`config.mk`:
```
export PLATFORM = sky130hd
export DESIGN_NAME = interrupt_ctrl
export DESIGN_NICKNAME = d
export VERILOG_FILES = /design/src/rtl/interrupt_ctrl_pkg.sv /design/src/rtl/intc_timer.sv /design/src/rtl/interrupt_ctrl.sv
export SDC_FILE = /design/constraint.sdc
export NUM_CORES = 1
export LEC_CHECK = 0
export ABC_AREA = 1
export ABC_CLOCK_PERIOD_IN_PS = 3000
export BUFFER_PORTS_ARGS = -buffer_cell sky130_fd_sc_hd__buf_4
export CORE_MARGIN = 4
export CORE_UTILIZATION = 30
export CTS_CLUSTER_SIZE = 24
export DETAILED_ROUTE_END_ITERATION = 8
export SETUP_SLACK_MARGIN = 0.2
export SYNTH_ARGS = -nofsm -noshare
export SYNTH_HDL_FRONTEND = slang
export SYNTH_SLANG_ARGS = --single-unit
```
`constraint.sdc`:
```
create_clock -name clk -period 3 [get_ports clk]
set_input_delay 0.3 -clock clk [delete_from_list [all_inputs] [get_ports clk]]
set_output_delay 0.3 -clock clk [all_outputs]
set_load 0.05 [all_outputs]
```
`src/rtl/interrupt_ctrl_pkg.sv`:
```
// interrupt_ctrl_pkg: register offsets, cause codes, FSM states and priority helper
package interrupt_ctrl_pkg;
  localparam logic [4:0] ADDR_MSIP    = 5'h00;
  localparam logic [4:0] ADDR_EXT     = 5'h04;
  localparam logic [4:0] ADDR_CMP_LO  = 5'h08;
  localparam logic [4:0] ADDR_CMP_HI  = 5'h0C;
  localparam logic [4:0] ADDR_TIME_LO = 5'h10;
  localparam logic [4:0] ADDR_TIME_HI = 5'h14;
  localparam logic [4:0] ADDR_EN      = 5'h18;
  localparam logic [30:0] CAUSE_SOFT  = 31'd3;
  localparam logic [30:0] CAUSE_TIMER = 31'd7;
  localparam logic [30:0] CAUSE_EXT   = 31'd11;
  typedef enum logic [1:0] {IDLE, REQ, TRAP} state_t;
  // pend = {ext, timer, soft}; ext beats soft beats timer
  function automatic logic [30:0] top_cause(input logic [2:0] pend);
    return pend[2] ? CAUSE_EXT : pend[0] ? CAUSE_SOFT : pend[1] ? CAUSE_TIMER : 31'd0;
  endfunction
endpackage

```
`src/rtl/intc_timer.sv`:
```
// intc_timer: 64-bit mtime with prescaler, mtimecmp and level compare
module intc_timer
  import interrupt_ctrl_pkg::*;
#(
  parameter int PRESCALE = 1
) (
  input  logic        clk,
  input  logic        rst,
  input  logic        wr_en,
  input  logic [4:0]  wr_addr,
  input  logic [31:0] wr_data,
  output logic [63:0] mtime,
  output logic [63:0] mtimecmp,
  output logic        pending
);
  logic [15:0] pre;
  logic        tick;
  assign tick    = pre == 16'(PRESCALE - 1);
  assign pending = mtime >= mtimecmp;
  // register writes; a write to either mtime half replaces the increment and restarts the prescaler
  always_ff @(posedge clk or negedge rst) begin
    if (!rst) begin
      mtime    <= '0;
      mtimecmp <= '1;
      pre      <= '0;
    end else begin
      if (wr_en && wr_addr == ADDR_CMP_LO) mtimecmp[31:0] <= wr_data;
      if (wr_en && wr_addr == ADDR_CMP_HI) mtimecmp[63:32] <= wr_data;
      if (wr_en && wr_addr == ADDR_TIME_LO) begin
        mtime[31:0] <= wr_data;
        pre         <= '0;
      end else if (wr_en && wr_addr == ADDR_TIME_HI) begin
        mtime[63:32] <= wr_data;
        pre          <= '0;
      end else begin
        pre <= tick ? '0 : pre + 16'd1;
        if (tick) mtime <= mtime + 64'd1;
      end
    end
  end
endmodule

```
`src/rtl/interrupt_ctrl.sv`:
```
// interrupt_ctrl: machine-mode interrupt controller (soft/timer/ext); INTC_EXT_SYNC_EN adds a 2-flop ext_irq synchronizer
module interrupt_ctrl
  import interrupt_ctrl_pkg::*;
#(
  parameter int PRESCALE       = 1,
  parameter bit BASE_CAUSE_MSB = 1'b1
) (
  input  logic        clk,
  input  logic        rst,
  input  logic        bus_req,
  input  logic        bus_we,
  input  logic [4:0]  bus_addr,
  input  logic [31:0] bus_wdata,
  output logic [31:0] bus_rdata,
  output logic        bus_ack,
  input  logic        ext_irq,
  output logic        irq,
  output logic [31:0] irq_cause,
  input  logic        trap_ack,
  input  logic        trap_ret
);
  state_t      state;
  logic        msip, ext_pend, ext_s, ext_prev, timer_pend, wr, ext_clr;
  logic [2:0]  enable, pend;
  logic [31:0] rd_val;
  logic [63:0] mtime, mtimecmp;
  assign wr = bus_req && bus_we;
  intc_timer #(.PRESCALE(PRESCALE)) u_timer (
    .clk      (clk),
    .rst      (rst),
    .wr_en    (wr),
    .wr_addr  (bus_addr),
    .wr_data  (bus_wdata),
    .mtime    (mtime),
    .mtimecmp (mtimecmp),
    .pending  (timer_pend)
  );
`ifdef INTC_EXT_SYNC_EN
  logic [1:0] sync;
  // two-flop synchronizer for the asynchronous ext_irq line
  always_ff @(posedge clk or negedge rst) begin
    if (!rst) sync <= '0;
    else sync <= {sync[0], ext_irq};
  end
  assign ext_s = sync[1];
`else
  assign ext_s = ext_irq;
`endif
  // edge flop and ext pending; a new edge wins over a same-cycle clear
  always_ff @(posedge clk or negedge rst) begin
    if (!rst) begin
      ext_prev <= 1'b0;
      ext_pend <= 1'b0;
    end else begin
      ext_prev <= ext_s;
      ext_pend <= (ext_s && !ext_prev) || (ext_pend && !ext_clr);
    end
  end
  assign ext_clr = (wr && bus_addr == ADDR_EXT && bus_wdata[0]) ||
                   (state == REQ && trap_ack && irq_cause[30:0] == CAUSE_EXT);
  assign pend = {ext_pend, timer_pend, msip} & enable;
  assign rd_val = bus_addr == ADDR_MSIP    ? {31'b0, msip} :
                  bus_addr == ADDR_EXT     ? {31'b0, ext_pend} :
                  bus_addr == ADDR_CMP_LO  ? mtimecmp[31:0] :
                  bus_addr == ADDR_CMP_HI  ? mtimecmp[63:32] :
                  bus_addr == ADDR_TIME_LO ? mtime[31:0] :
                  bus_addr == ADDR_TIME_HI ? mtime[63:32] :
                  bus_addr == ADDR_EN      ? {29'b0, enable} : 32'b0;
  // one-cycle bus response and control register writes
  always_ff @(posedge clk or negedge rst) begin
    if (!rst) begin
      bus_ack   <= 1'b0;
      bus_rdata <= '0;
      msip      <= 1'b0;
      enable    <= '0;
    end else begin
      bus_ack   <= bus_req;
      bus_rdata <= bus_req ? rd_val : '0;
      if (wr && bus_addr == ADDR_MSIP) msip <= bus_wdata[0];
      if (wr && bus_addr == ADDR_EN) enable <= bus_wdata[2:0];
    end
  end
  // delivery FSM: request while any enabled pending, hold off during the handler
  always_ff @(posedge clk or negedge rst) begin
    if (!rst) begin
      state     <= IDLE;
      irq       <= 1'b0;
      irq_cause <= '0;
    end else begin
      case (state)
        IDLE: if (|pend) begin
          state     <= REQ;
          irq       <= 1'b1;
          irq_cause <= {BASE_CAUSE_MSB, top_cause(pend)};
        end
        REQ: if (trap_ack) begin
          state <= TRAP;
          irq   <= 1'b0;
        end else if (!(|pend)) begin
          state <= IDLE;
          irq   <= 1'b0;
        end else irq_cause <= {BASE_CAUSE_MSB, top_cause(pend)};
        TRAP: if (trap_ret) state <= IDLE;
        default: begin
          state <= IDLE;
          irq   <= 1'b0;
        end
      endcase
    end
  end
endmodule
```
==> results.txt <==
- The worst pin sits at a relative slew slack of 27.6%.
- The first TritonRoute pass finished after 5 iterations.
- Count of warnings emitted by yosys: 0
* Maximum resistive drop on vdd: 0.411 mV
* Initial antenna violation count: 1
* Wire per inst: 18.4 um
* Most common library cell in the layout ignoring fill and taps: nand2_1
- The share of the Yosys chip area taken by registers is 39.5%.
- Via density: 5.04
- CTS tree: built
* Cells after synthesis: 1584
- Number of buffers created by CTS: 17
* Height of the chip: 210 um
- Antenna viol nets, final: 0
* Die width: 210 um
- STA classifies the critical path startpoint as a flop.
* Yosys reg bits: 190
- STA classifies the critical path endpoint as a flop.
* Post-synth ARST share: 100%
- Cell Rows: 73
* Total power divided by cell area: 609 mW/mm^2
- Of the cells placed in the final design, the portion with a size suffix greater than 1 is 15.9%.
- The final layout contains 1767 nets.
- Total setup buffers inserted after CTS: 0
- Fin. max-slew vios: 0
- Hold Vio Cnt, Final: 0
* Maximum fanout along the worst path: 4
- For this configuration, the core starts out at a cell density of 30.6%.
- The worst path meets setup with 0.424 ns of slack.
- Worst Path Buf+Inv: 3
- Number of buffers on the longest clock path: 2
- Number of sinks handled by clock tree synthesis: 190
* Count of vias placed by the detailed router: 11100
* EDFF count, synth: 0
- The cell that appears most often on the critical path is nand2_1.
* Worst-Margin Slew: 1.09 ns
* Cell family with most CP delay: simple AND/OR/NAND/NOR gates
- Worst-path cell with the longest stage delay: dfstp_2
- The area growth from synthesis to layout is 15.0%.
- Final setup violating endpoints: 0
- Number of DRC markers after the initial detailed-route iteration: 858
* Highest-count cells in the layout ignoring fill and taps: nand2_1, inv_1, o21ai_0
- For this run, design rule violations remaining after detail routing come to 0.
* Final Routed Wirelength: 40400 um
- 110 I/O pins were placed.
- The worst path uses 85.9% of the clock period.
* Syn_area_per_cell: 7.72 sq um
- Worst setup slack before clock tree synthesis: 0.169 ns
- Critical path class: flop to flop
* Minimum clock period after layout: 2.58 ns
* Gp weighted congestion: 0.999
* Global-route wire length before repair: 63500 um
- Overflow left after global routing: 0
- Worst skew pair latency: 0.46 ns
- On the final layout, the worst clock skew is 0.0128 ns.
- Core ar.: 0.0400 sq mm
* Number of global-route vias before repair: 10900
- Most used flip-flop cell after synthesis: dfrtp_1
* Die ar.: 0.0440 sq mm
* Unrepaired setup endpoints after global routing: false
- Count of input and output buffers: 82
- 0 antenna diodes ended up in the layout.
* List of cells traversed by the critical path: inv_1 -> ha_1 -> nand2_1 -> inv_1 -> o21ai_1 -> nand2_1 -> a21oi_2 -> nand2_1 -> nor2_1 -> nand2_1 -> nand2_1 -> nand2_1 -> o21ai_2 -> inv_1 -> or2_2
- For this run, the slowest stage of the critical path takes 0.55 ns.
- Data required time of the worst path: 3.33 ns
- Max cap viols: 0
- After synthesis the cells add up to 0.0122 sq mm.
- Aggregate negative setup slack: 0 ns
* Detailed Place HPWL: 30900 um
- Cell at the root of the clock tree: clkbuf_16
- Maximum level of the CTS H-tree: 4
* Number of distinct library cells after synthesis: 48
* WP data arrival: 2.91 ns
* Run status: completed
* Clock transition time at the flip-flop clock pins of the worst setup and hold paths: 0.08 ns
- Fill cells in the final layout number 4269.
- Timing would allow up to 388 MHz.
- Worst min-delay path class: input port to flop
* Leakage: 6.21 nW
- Combined global-route utilization of all metal layers: 18.3%
* Maximum number of pins on one net before global-route repair: 74
layer usage:
| metal | GRT usage, % | share of wire [%] | vias to the layer above |
|---|---|---|---|
| met5 | 0 | 0 | - |
| met2 | 29.8 | 47 | 333 |
| met1 | 24.9 | 44 | 5320 |
| met3 | 3.27 | 6.0 | 49 |
| met4 | 5.51 | 2.5 | 0 |
| li1 | - | - | 5350 |
cells in the mapped netlist (4+ instances only):
| master | n | area (sq um) |
|---|---|---|
| a211oi_1 | 7 | 52.6 |
| a21oi_1 | 96 | 480 |
| o211ai_1 | 13 | 97.6 |
| a31oi_1 | 6 | 37.5 |
| or2_2 | 5 | 31.3 |
| dfrtp_1 | 126 | 3150 |
| nand2_1 | 293 | 1100 |
| inv_2 | 7 | 26.3 |
| nand3_1 | 53 | 265 |
| nor3b_1 | 4 | 30.0 |
| nand4_1 | 25 | 156 |
| o221ai_1 | 36 | 315 |
| o21ai_1 | 33 | 165 |
| ha_1 | 67 | 838 |
| nor4_1 | 8 | 50.1 |
| o21ai_0 | 177 | 886 |
| nand2_2 | 5 | 31.3 |
| inv_1 | 231 | 867 |
| nor3_2 | 7 | 70.1 |
| o22ai_1 | 4 | 25.0 |
| nor2_1 | 101 | 379 |
| nor2_2 | 7 | 43.8 |
| clkbuf_1 | 33 | 124 |
| xor2_1 | 45 | 394 |
| nor2_4 | 11 | 124 |
| buf_4 | 29 | 218 |
| nand3_2 | 5 | 50.1 |
| dfstp_2 | 64 | 1680 |
| buf_2 | 16 | 80.1 |
| nor3_1 | 40 | 200 |
per-stage QoR:
stage,cells,instance area [sq um],total power (W),hold slack (ns),util [%]
after floorplan,1610,12300,0.00536,0.00441,-
after global placement,2159,13400,0.00612,0.363,33.5
after detailed placement,2159,13400,0.00620,0.375,33.5
after CTS,2194,14000,0.00862,0.0382,35.1
after global routing,2194,14100,0.00919,0.0576,35.1
final,2194,14100,0.00856,0.0547,35.1
worst register-to-register path: stages, from the launching register on:
cell and delay, ns:
dfstp_2 0.55, inv_1 0.06, ha_1 0.28, nand2_1 0.07, inv_1 0.04, o21ai_1 0.11, nand2_1 0.13, a21oi_2 0.24
nand2_1 0.08, nor2_1 0.11, nand2_1 0.12, nand2_1 0.11, nand2_1 0.10, o21ai_2 0.10, inv_1 0.08, or2_2 0.28
final cells by class:
type	instances	area, sq um	area share (%)
Sequential cell	190	4830	34.4
Inverter	240	901	6.41
Timing Repair Buffer	108	875	6.22
Clock buffer	19	453	3.22
Clock inverter	13	140	0.997
Multi-Input combinational cell	1099	6200	44.1
Tap cell	525	657	4.67
registers in the layout, summed over array words and instances, names as in the netlist, 2 cells and up:
name and cells:
state 2, u_timer.mtimecmp 64, bus_rdata 32, u_timer.pre 16, u_timer.mtime 64, irq_cause 4, enable 3
where the power goes:
part / total, W / switching, W / internal, W
Combinational: 0.00259 / 0.00167 / 0.000925
Clock: 0.00237 / 0.00114 / 0.00123
Sequential: 0.00360 / 0.000549 / 0.00306
what timing repair did:
item | CTS | global route
hold buffers | 3 | 0
pin swaps | 0 | 3
hold endpoints to repair | 46 | 0
gates resized for setup | 2 | 8
endpoints found under the setup margin | 4 | 6
final timing paths:
| check | start | slack [ns] | cells past startpoint | endpoint |
|---|---|---|---|---|
| min in group asynchronous | rst | 0.40 | 2 | bus_rdata[17] |
| hold reg to reg | ext_prev | 0.43 | 1 | ext_pend |
| hold / removal | trap_ret | 0.05 | 2 | state[1] |
| setup reg to reg | u_timer.mtimecmp[57] | 0.42 | 15 | irq_cause[31] |
| max in group asynchronous | rst | 1.69 | 3 | u_timer.mtimecmp[61] |
| setup / recovery | u_timer.mtimecmp[57] | 0.42 | 15 | irq_cause[31] |
logic make-up after synthesis:
family	share of synthesized area, %
other cells	0.0307
xor+xnor	3.37
simple gates	21.9
fa+ha+maj	6.86
flops	39.5
buf+inv	10.9
compound gates	17.4
Note: power is estimated with default switching activity, not from simulation.
